`config.mk`:
```
export PLATFORM = sky130hd
export DESIGN_NAME = mic_frame_serializer
export DESIGN_NICKNAME = d
export VERILOG_FILES = /design/src/rtl/mic_array_pkg.sv /design/src/rtl/mic_frame_slot.sv /design/src/rtl/mic_frame_serializer.sv
export SDC_FILE = /design/constraint.sdc
export NUM_CORES = 1
export LEC_CHECK = 0
export CORE_MARGIN = 2
export CORE_UTILIZATION = 55
export CTS_BUF_LIST = sky130_fd_sc_hd__clkbuf_4 sky130_fd_sc_hd__clkbuf_8 sky130_fd_sc_hd__clkbuf_16
export CTS_CLUSTER_DIAMETER = 60
export DETAILED_ROUTE_END_ITERATION = 8
export PLACE_DENSITY = 0.81
export SYNTH_ARGS = -nofsm -noshare
export SYNTH_HDL_FRONTEND = slang
export SYNTH_SLANG_ARGS = --single-unit
```
`constraint.sdc`:
```
create_clock -name clk -period 11.9 [get_ports clk]
set_input_delay 1.785 -clock clk [delete_from_list [all_inputs] [get_ports clk]]
set_output_delay 1.785 -clock clk [all_outputs]
set_load 0.02 [all_outputs]
```
`src/rtl/mic_array_pkg.sv`:
```
// Shared constants and frame type for the microphone-array capture path.
// Everything downstream of the MEMS driver agrees on these widths.
package mic_array_pkg;

    localparam int MIC_DATA_W = 24;
    localparam int MIC_NUM_CH = 6;
    localparam int MIC_CHAN_W = 3;

    localparam logic [MIC_CHAN_W-1:0] MIC_CHAN_LAST = MIC_CHAN_W'(MIC_NUM_CH - 1);

    typedef logic [MIC_NUM_CH-1:0][MIC_DATA_W-1:0] mic_frame_t;

    // Advance a channel index, wrapping after the last channel.
    function automatic logic [MIC_CHAN_W-1:0] mic_next_chan(input logic [MIC_CHAN_W-1:0] chan);
        return (chan == MIC_CHAN_LAST) ? '0 : chan + MIC_CHAN_W'(1);
    endfunction

endpackage

```
`src/rtl/mic_frame_slot.sv`:
```
// One frame register bank: captures a whole frame on we_i and presents the
// channel picked by sel_i combinationally.
module mic_frame_slot
    import mic_array_pkg::*;
(
    input  logic                  clk,
    input  logic                  we_i,
    input  mic_frame_t            frame_i,
    input  logic [MIC_CHAN_W-1:0] sel_i,
    output logic [MIC_DATA_W-1:0] rd_data_o
);

    mic_frame_t frame_q;

    // Contents are don't-care after reset; the consumer only looks while valid.
    always_ff @(posedge clk) begin
        if (we_i) begin
            frame_q <= frame_i;
        end
    end

    always_comb begin
        rd_data_o = '0;
        for (int c = 0; c < MIC_NUM_CH; c++) begin
            if (sel_i == c[MIC_CHAN_W-1:0]) begin
                rd_data_o = frame_q[c];
            end
        end
    end

endmodule

```
`src/rtl/mic_frame_serializer.sv`:
```
// Captures 6-channel mic frames into a 2-slot ping-pong buffer and replays
// them as a channel-tagged valid/ready word stream, counting dropped frames.
module mic_frame_serializer
    import mic_array_pkg::*;
#(
    parameter int DATA_W = MIC_DATA_W,
    parameter int NUM_CH = MIC_NUM_CH,
    parameter int DROP_W = 16
) (
    input  logic              clk,
    input  logic              rst,
    input  logic [DATA_W-1:0] mic0_data_i,
    input  logic [DATA_W-1:0] mic1_data_i,
    input  logic [DATA_W-1:0] mic2_data_i,
    input  logic [DATA_W-1:0] mic3_data_i,
    input  logic [DATA_W-1:0] mic4_data_i,
    input  logic [DATA_W-1:0] mic5_data_i,
    input  logic              mic_data_vld_i,
    output logic [DATA_W-1:0] m_data,
    output logic [2:0]        m_chan,
    output logic              m_last,
    output logic              m_valid,
    input  logic              m_ready,
    output logic              overflow_o,
    output logic [DROP_W-1:0] drop_cnt_o,
    input  logic              clr_stat_i
);

    localparam int NUM_SLOTS = 2;

    logic [1:0]            count_q, count_d;
    logic                  wr_ptr_q, wr_ptr_d;
    logic                  rd_ptr_q, rd_ptr_d;
    logic [MIC_CHAN_W-1:0] chan_q, chan_d;
    logic                  overflow_q, overflow_d;
    logic [DROP_W-1:0]     drop_cnt_q, drop_cnt_d;

    logic                  xfer;
    logic                  last_xfer;
    logic                  slot_free;
    logic                  wr_en;
    logic                  drop;
    mic_frame_t            frame_in;
    logic [NUM_SLOTS-1:0][MIC_DATA_W-1:0] slot_rd;

    assign frame_in = {mic5_data_i, mic4_data_i, mic3_data_i,
                       mic2_data_i, mic1_data_i, mic0_data_i};

    // Handshake and slot-availability decode.
    always_comb begin
        xfer      = m_valid && m_ready;
        last_xfer = xfer && (chan_q == MIC_CHAN_LAST);
        // A full buffer still accepts a frame when the read slot empties this cycle.
        slot_free = (count_q < 2'd2) || last_xfer;
        wr_en     = mic_data_vld_i && slot_free;
        drop      = mic_data_vld_i && !slot_free;
    end

    for (genvar s = 0; s < NUM_SLOTS; s++) begin : g_slot
        mic_frame_slot u_slot (
            .clk      (clk),
            .we_i     (wr_en && (wr_ptr_q == s[0])),
            .frame_i  (frame_in),
            .sel_i    (chan_q),
            .rd_data_o(slot_rd[s])
        );
    end

    // Next-state for pointers, occupancy and read channel.
    always_comb begin
        wr_ptr_d = wr_ptr_q;
        rd_ptr_d = rd_ptr_q;
        chan_d   = chan_q;
        count_d  = count_q;

        if (wr_en) begin
            wr_ptr_d = ~wr_ptr_q;
        end
        if (xfer) begin
            chan_d = mic_next_chan(chan_q);
        end
        if (last_xfer) begin
            rd_ptr_d = ~rd_ptr_q;
        end

        if (wr_en && !last_xfer) begin
            count_d = count_q + 2'd1;
        end else if (!wr_en && last_xfer) begin
            count_d = count_q - 2'd1;
        end
    end

    // A drop in the same cycle as a clear wins and restarts the count at one.
    always_comb begin
        overflow_d = overflow_q;
        drop_cnt_d = drop_cnt_q;
        if (drop) begin
            overflow_d = 1'b1;
            if (clr_stat_i) begin
                drop_cnt_d = DROP_W'(1);
            end else if (drop_cnt_q != '1) begin
                drop_cnt_d = drop_cnt_q + DROP_W'(1);
            end
        end else if (clr_stat_i) begin
            overflow_d = 1'b0;
            drop_cnt_d = '0;
        end
    end

    always_ff @(posedge clk) begin
        if (rst) begin
            count_q    <= '0;
            wr_ptr_q   <= 1'b0;
            rd_ptr_q   <= 1'b0;
            chan_q     <= '0;
            overflow_q <= 1'b0;
            drop_cnt_q <= '0;
        end else begin
            count_q    <= count_d;
            wr_ptr_q   <= wr_ptr_d;
            rd_ptr_q   <= rd_ptr_d;
            chan_q     <= chan_d;
            overflow_q <= overflow_d;
            drop_cnt_q <= drop_cnt_d;
        end
    end

    // Data is forced to zero when idle so stale or unreset storage never leaks out.
    always_comb begin
        m_valid    = (count_q != 2'd0);
        m_chan     = chan_q;
        m_last     = m_valid && (chan_q == MIC_CHAN_LAST);
        m_data     = m_valid ? DATA_W'(slot_rd[rd_ptr_q]) : '0;
        overflow_o = overflow_q;
        drop_cnt_o = drop_cnt_q;
    end

endmodule

```
==> results.md <==
- HP Start: overflow_o
- Die H: 156 um
- Final Critical Period: 6.16 ns
- Setup slack after layout: 5.74 ns
- Worst R2R Start: m_chan[1]
- Final Non-Filler Cells: 1413
- Clk sinks: 312
- Syn-to-layout area delta: 25.7%
- Seq/Total Area, Yosys: between 70% and 80%
- Worst-Margin Slew: 1.25 ns
- Total power draw: 2.72 mW
- CP required: ~10 ns
- Initial Utilization: 56.0%
- Nets: 1252
- Num rows: 55
- # setup viols final: 0
- Synth area leader: edfxtp_1
- 1st-iter DRT viols: 739
- WL per Instance: 20.8 um
- Final Slew Violations: 0
- Clock Skews: 0.0116 ns
- Average cell area after synthesis: 13.8 um2
- R2R Path End: g_slot[1].u_slot.frame_q[10]
- Pre-CTS setup slack: 6.25 ns
- Max Cap Viol: 0
- Area post-placement: 0.0148 mm2
- Routed WL: slightly below 30000 um
- Total gr overflow: 0
- Design area: 0.0159 mm2
- DRC: 0
- Dpl cells: ~1300
- DPL Wire Length: between 15000 and 20000 um
- DR vias/cell: 5.89
- Bufs on Longest Clock Path: 3
- Number of flops mapped to enable cells by yosys: ~290
- CTS resizes: 0
- GRT Total Usage: 23.7%
- Postcts setup bufs: 0
- Vias in the first global route: 8216
- Cts bufs inserted: 34
- Fill count: around 1500
- Clk pin slew, worst setup/hold paths: 0.05 ns
- PortBufs: 194
- Worst hold path stage count: 2
- Clock latency on the worst-skew pair: 0.51 ns
- Setup crit end kind: primary output
- Distinct cells, synth: 45
- Largest net degree at the start of global routing: between 80 and 90
- Hold Crit Class: reg -> reg
- Global-route wire length before repair: 43800 um
- DR pass1 iterations: 5
- Core ar.: 0.0226 mm2
- Synth Register Bits: 312
- CTS Hold Bufs: 0
- Max Clk Rate: 162 MHz
- Cell count after synthesis: 916
- Die W: 156 um
- Crit path DAT: 4.38 ns
- Routed Antenna Nets: 0
- Root buffer cell: clkbuf_16
- Layout cells sized above 1: 7.56%
- Pwr dens: 171 mW/mm2
- LEAKAGE: 5.06 nW
- Sum of negative setup slack: 0 ns
- Die area: approximately 0.024 mm2
- CTS tree: done
- Most area-consuming cells after synthesis: edfxtp_1 68%, mux2i_1 5.8%, dfxtp_1 3.8%, nand2_1 2.6%, nor2_1 2.5%
- Reg2Reg Setup Slack: 8.49 ns
- Reg2reg path depth: 4
- Initial antenna violation count: 4
- Critical path type: reg -> out
- Worst Hold End: overflow_o
- Post-synth ARST share: 0%
- Synth Net Count: 1068
- Slew margin rel.: 16.5%
- Vias: approximately 8300
- H-tree Lvls: 2
- Synthesized cell area: 0.0127 mm2
- Final period utilization: between 50 and 60%
- Yosys top cell area share: 68.2%
- Io pins: 195
- Post-synth top flop: edfxtp_1
- Synth Warn #: 0
- RD Place Congestion: around 0.87
- Status: finished, final reports clean
- CP Max Fanout: 57
- Fin. Hold Viols: 0
- CP Launch Type: register
- RSZ-0062 raised after global routing: false
- Max IR drop VDD: roughly 0.17 mV
-- cell usage after synthesis (2+ instances only) --
cell type / number
nor4_1: 18
ha_1: 3
mux2i_1: 73
nand4b_1: 2
buf_4: 3
o21ai_1: 6
edfxtp_1: 288
xor2_1: 4
dfxtp_1: 24
a21oi_1: 47
or2_2: 3
nor3_1: 4
nand2_1: 88
o21ai_0: 54
clkbuf_1: 23
nor4b_2: 4
a22oi_1: 7
buf_1: 7
nor2b_1: 27
nand2b_1: 3
and2_1: 3
nand4_1: 5
nor4_2: 4
nor2_1: 84
xnor2_1: 12
and3_1: 3
or3_1: 2
a211oi_1: 40
buf_2: 20
a31oi_1: 2
nand3_1: 32
o211ai_1: 6
inv_1: 3
-- cell usage in the layout (no fill, tap or decap), types with 17 or more instances in the layout --
cell	instances
a211oi_1	40
nor2b_1	26
a21oi_1	47
clkdlybuf4s50_1	194
nand2_1	88
nor2_1	81
nor4_1	17
mux2i_1	73
clkbuf_16	34
edfxtp_1	288
nand3_1	32
dfxtp_1	21
o21ai_0	54
-- sequential cells by signal, indices dropped and copies added (netlist names) --
register and flops:
count_q 2, drop_cnt_o 16, g_slot.u_slot.frame_q 288, m_chan 3, overflow_o 1, rd_ptr_q 1, wr_ptr_q 1
-- cells by family after synthesis --
| logic type | after synthesis | synth area share, % |
|---|---|---|
| buf+inv | 57 | 2.03 |
| compound gates | 168 | 7.86 |
| xor+xnor | 16 | 1.10 |
| fa+ha+maj | 3 | 0.296 |
| mux | 73 | 5.76 |
| simple gates | 287 | 11.0 |
| flops | 312 | 72.0 |
-- final cells by class --
cell class              instances  area (um2)  share of cell area [%]
clock inverters                19         161                    1.01
repair buffers                202        2000                    12.6
well taps                     285         357                    2.24
clock buffers                  42         923                    5.79
diodes                          3        7.51                  0.0471
flip-flops and latches        312        9140                    57.3
inverters                       3        11.3                  0.0707
multi-input cells             547        3340                    20.9
-- routing by layer --
metal | global-route usage, % | vias to the layer above | share of wire (%)
li1 | - | 3833 | -
met1 | 30.5 | 4024 | 40
met2 | 39.7 | 389 | 50
met3 | 4.92 | 74 | 7.7
met4 | 9.70 | 2 | 3.1
met5 | 0 | - | 0.041
-- critical path: stages (launching register included) --
cell	delay (ns)
dfxtp_4	1.04
nand2b_2	0.71
and2_1	0.89
nand2_1	0.22
a211oi_1	0.33
nor4_1	0.12
clkdlybuf4s50_1	0.55
-- worst max path at each step --
| stage | startpoint | to | slack [ns] | cells past startpoint |
|---|---|---|---|---|
| floorplan | m_ready | g_slot[0].u_slot.frame_q[0] | 3.14 | 4 |
| CTS | m_chan[1] | m_data[1] | 5.70 | 6 |
| global placement | m_chan[1] | m_data[8] | 6.45 | 6 |
| global route | m_chan[1] | m_data[13] | 5.56 | 6 |
| finish | m_chan[1] | m_data[1] | 5.74 | 6 |
| detailed placement | m_chan[1] | m_data[1] | 6.25 | 6 |
-- metrics by stage --
step / util [%] / hold slack (ns)
floorplan: - / 0.492
global placement: 65.6 / 0.457
detailed placement: 65.6 / 0.460
CTS: 70.4 / 0.470
global route: 70.4 / 0.494
finish: 70.4 / 0.471
-- power by group --
group | internal [mW] | total, mW | switching [mW]
Combinational | 0.145 | 0.354 | 0.209
Sequential | 1.32 | 1.36 | 0.0416
Clock | 0.598 | 1.01 | 0.412
Note: power is estimated with default switching activity, not from simulation.
==> RTL change 1, RTL diff (same settings) <==
Set the parameter `DROP_W` to 18 (it was 16).
--- a/src/rtl/mic_frame_serializer.sv
+++ b/src/rtl/mic_frame_serializer.sv
@@ -5,7 +5,7 @@
 #(
     parameter int DATA_W = MIC_DATA_W,
     parameter int NUM_CH = MIC_NUM_CH,
-    parameter int DROP_W = 16
+    parameter int DROP_W = 18
 ) (
     input  logic              clk,
     input  logic              rst,
Ports: changed (resized drop_cnt_o); port bits go from 195 to 197. The function was not compared with the original's and may differ.
==> RTL change 1 against the original RTL <==
- sequential cell count increased by 2
- die area grew 0.44%
- clock power is 8% lower
- routed wire length rose by 4.5%
- worst setup slack lost 0.026 ns
- power shrank 2.3%
- via count is 0.40% higher
- area after synthesis increased by 0.44%
- final area down 0.42%
- critical path type unchanged
- largest power group unchanged
- highest routed layer is now met4
==> RTL change 1: results (changes against the original RTL) <==
- Fillers: 1,495 (-0.86%)
- DRT iter0 DRCs: 1,162 (+57%)
- LEAKAGE: 0.00513 uW (+1.4%)
- Avg WL per Cell: 22.6 um (+8.6%)
- CP Max Fanout: 80 (+40%)
- Net Count, Synth: 1,020 (-4.5%)
- Multi-input gate area: 3260 um^2 (-2.3%)
- Nets: 1,202 (-4.0%)
- GRT Total Usage: 25.1% (+1.4 points)
- Vias in the first global route: 8,177 (-0.47%)
- Synth cell types: 63 (+40%)
- First-pass GRT wire length: 46.5 mm (+6.2%)
- Vias per cell: 6.15 (+4.4%)
- CTS HTree Levels: 1 (-1)
- Post_cts resized: 0 (unchanged)
- Sequential share of the synthesized area: 72.0% (about the same)
- Largest net degree at the start of global routing: 84 (-1.2%)
- GPL Wtd Cong: 0.905 (+3.4%)
- Worst EP arrival: 4.40 ns (+0.02 ns)
- CP max stage cell: dfxtp_4
- Synth top area cells: edfxtp_1 68%, mux2i_1 4.9%, dfxtp_1 4.1%
- PortBufs: 196 (+1.0%)
- Dpl hpwl: 20.2 mm (+8.6%)
- Initial antenna violation count: 0 (-4)
- Synth top area share: 67.9% (-0.30 points)
- Post-synth top cells: 288 x edfxtp_1, 88 x o21ai_0, 63 x mux2i_1
- Post-Route Skew: 0.0172 ns (+0.00560 ns)
- Worst-path clk slew: 0.07 ns (+0.02 ns)
- DP Worst Slack: 6.35 ns (+0.100 ns)
- VDD IR-drop max: 115 uV (-32%)
- CTS max path bufs: 3 (unchanged)
- Worst slew pin tran: 1.12 ns (-0.123 ns)
- Total CTS buffers: 30 (-12%)
- Status: finished, final reports clean
- Worst skew pair latency: 0.56 ns (+0.05 ns)
- Fraction of layout cells with a size suffix above 1: 8.86% (+1.3 points)
RTL change 1: changes by cell type after synthesis, moves of 24 or more:
cell | unedited run | this run
a211oi_1 | 40 | 1
nor2_1 | 84 | 38
o21ai_0 | 54 | 88
a21oi_1 | 47 | 23
nand2_1 | 88 | 56
RTL change 1: kinds of logic after synthesis:
family / Yosys count / share of synthesized area, %
compound gates: 229 / 12.1
xor+xnor: 18 / 1.24
fa+ha+maj: 3 / 0.295
buf+inv: 76 / 2.59
flops: 314 / 72.0
mux: 68 / 5.39
simple gates: 160 / 6.37
RTL change 1: stage by stage:
stage / cells / cell area (um^2)
after floorplan: 868 / 12700
after global placement: 1303 / 14900
after detailed placement: 1303 / 14900
after CTS: 1357 / 15900
after global routing: 1357 / 15900
final: 1359 / 15900
RTL change 1: where the power goes:
group / internal (uW) / switching, uW / leakage (uW)
registers: 1320 / 38.2 / 0.00290
clock network: 538 / 396 / 0.000486
logic: 149 / 215 / 0.00175
RTL change 1: per-layer routing:
layer | vias up | GRT usage (%) | part of all wire [%]
li1 | 3754 | - | -
met1 | 4044 | 35.9 | 41
met2 | 499 | 40.7 | 48
met3 | 58 | 4.36 | 9.2
met4 | 0 | 6.47 | 2.3
met5 | - | 0 | 0
RTL change 1: cell type report:
cell class	instances	area share [%]
clock buffer	38	5.26
timing repair buffer	204	12.7
multi-input combinational	478	20.5
inverter	22	0.520
sequential	314	57.8
antenna	2	0.0315
clock inverter	16	0.851
tap	285	2.25
RTL change 1: final timing paths:
path              slack [ns]  cells after the start                           end       start
setup / recovery        5.71                      7                    m_data[11]   m_chan[1]
setup reg to reg        7.48                      6  g_slot[0].u_slot.frame_q[18]   m_chan[0]
hold / removal          0.47                      2                    overflow_o  overflow_o
hold reg to reg         0.47                      2                    overflow_o  overflow_o
RTL change 1: worst max-delay path: cells and delay by family (launching register included):
family	cells	cell delay, ns
flip-flops	1	1.04
AO/OA/AOI/OAI	3	0.59
buffers and inverters	1	0.67
AND/OR/NAND/NOR	2	0.68
adder cells (fa/ha/maj)	1	0.84
==> RTL change 2, RTL diff (same flow settings) <==
Made on the original files. Reset style: asynchronous (`rst`), changed in one clocked block.
--- a/src/rtl/mic_frame_serializer.sv
+++ b/src/rtl/mic_frame_serializer.sv
@@ -107,7 +107,7 @@
         end
     end
 
-    always_ff @(posedge clk) begin
+    always_ff @(posedge clk or posedge rst) begin
         if (rst) begin
             count_q    <= '0;
             wr_ptr_q   <= 1'b0;
Formal check against the unedited RTL: differs if rst is asserted again (counterexample within 4 cycles, from zero or initial values and one cycle with rst high); with rst held inactive, the same outputs for 4 cycles.
==> RTL change 2 against the original RTL <==
- area after synthesis increased by 3.1%
- fmax fell by 19%
- final area increased by 2.0%
- critical endpoint is now m_data[15]
- critical path depth increased by 1
- sequential cell count unchanged
- worst setup slack worse by 1.4 ns
- count of clock-buffer cells in the layout fell by 9
- routed wire length is 8.8% higher
Power is not compared: it rests on default switching activity, and its combinational part moved more than twofold at a synthesized area within 25%.
==> RTL change 2: results (changes against the original RTL) <==
- Met2 Use GR: 41.7% (+2.0 points)
- DRT iter0 DRCs: 965 (+31%)
- Sequential share of the synthesized area: 70.7% (-1.2 points)
- Dpl hpwl: 19.3 mm (+3.8%)
- Total CTS buffers: 31 (-8.8%)
- Status: finished, final reports clean
- Switching pwr: 1420 uW
- Post-synth top cells: 288 x edfxtp_1, 74 x a21oi_1, 59 x nand2_1
- Minimum clock period: 7.58 ns (+1.42 ns)
- Vias in the first global route: 8,731 (+6.3%)
- Fillers: 1,589 (+5.4%)
- Metal-1 WL: 12.7 mm (+9.3%)
- Synth cell types: 58 (+29%)
- Reg2reg end: g_slot[1].u_slot.frame_q[68]
- DRT Wirelength: 31.9 mm (+8.8%)
- Diode count: 0 (-3)
- Hold endpoint: count_q[0]
- First-pass GRT wire length: 47.6 mm (+8.6%)
- GRT Total Usage: 25.1% (+1.4 points)
- Max reg flops: 288 (unchanged)
- Hold path depth: 1 (-1)
- Reg2reg setup slack: 7.96 ns (-0.53 ns)
- Worst-path clk slew: 0.06 ns
- Met3 WL: 2.88 mm (+28%)
- CP Max Fanout: 53 (-7.0%)
- Worst r2r src: m_chan[1]
- Worst EP arrival: 5.80 ns (+1.42 ns)
- Relative slew slack: 9.33% (-7.2 points)
- M1 GR Usage: 33.9% (+3.4 points)
- Largest net degree at the start of global routing: 78 (-8.2%)
- Crit path from: m_chan[2]
- GR Util met3: 4.35% (-0.56 points)
- DR top layer: met4
- Net Count, Synth: 1,038 (-2.8%)
- Async S/R FF share, synth: 7.69% (+7.7 points)
- Pwr/cell area: 248 nW/um^2
- DP Worst Slack: 5.04 ns (-1.21 ns)
- Hold path start: count_q[0]
- Fraction of layout cells with a size suffix above 1: 10.5% (+3.0 points)
- Worst R2R Path Depth: 5 (+1)
- Nets: 1,213 (-3.1%)
- Post-DP Area: 15,200 um^2 (+2.4%)
- Via count: 8,661 (+4.1%)
- 1st-pass router iterations: 5 (unchanged)
- Synth top area cells: edfxtp_1 66%, dfrtp_1 4.6%, a22oi_1 3.3%
- Setup Buffers After CTS: 0 (unchanged)
- Initial antenna violation count: 0 (-4)
- Post-Route Skew: 0.0105 ns (-0.00111 ns)
- Worst setup path end: m_data[15]
- GPL Wtd Cong: 0.795 (-9.1%)
- CTS HTree Levels: 1 (-1)
- Area leader, netlist: edfxtp_1
- Hold_ws: 0.537 ns (+0.0655 ns)
- Worst skew pair latency: 0.55 ns (+0.04 ns)
- Min-delay worst type: reg2reg
- Met2 wire len: 15.6 mm (+7.2%)
- Part of the power in registers: 38.4%
RTL change 2: kinds of logic after synthesis:
logic type,count (synthesis),synth area share (%)
flip-flops,312,70.7
AO/OA/AOI/OAI,225,11.8
AND/OR/NAND/NOR,194,7.88
multiplexers,74,6.09
buffers and inverters,72,2.78
XOR/XNOR,6,0.402
adder cells (fa/ha/maj),3,0.287
RTL change 2: layout make-up:
cell class                 instances  share of cell area [%]
sequential                       312                    56.9
timing repair buffer             203                    12.4
clock buffer                      33                    4.87
tap                              319                    2.46
clock inverter                    24                    1.59
multi-input combinational        502                    21.5
inverter                          11                   0.254
RTL change 2: per-stage QoR:
step	std cells	power [uW]
detailed placement	1347	3030
global route	1404	4190
global placement	1347	2990
finish	1404	4020
CTS	1404	4030
floorplan	886	2510
RTL change 2: worst max-delay path, cell delays in order (launching register included):
cell	delay (ns)
dfrtp_2	0.92
inv_1	0.77
ha_2	0.84
nor2b_2	1.20
nand3_1	0.19
a21o_1	0.24
a311oi_1	0.39
clkdlybuf4s50_1	0.68
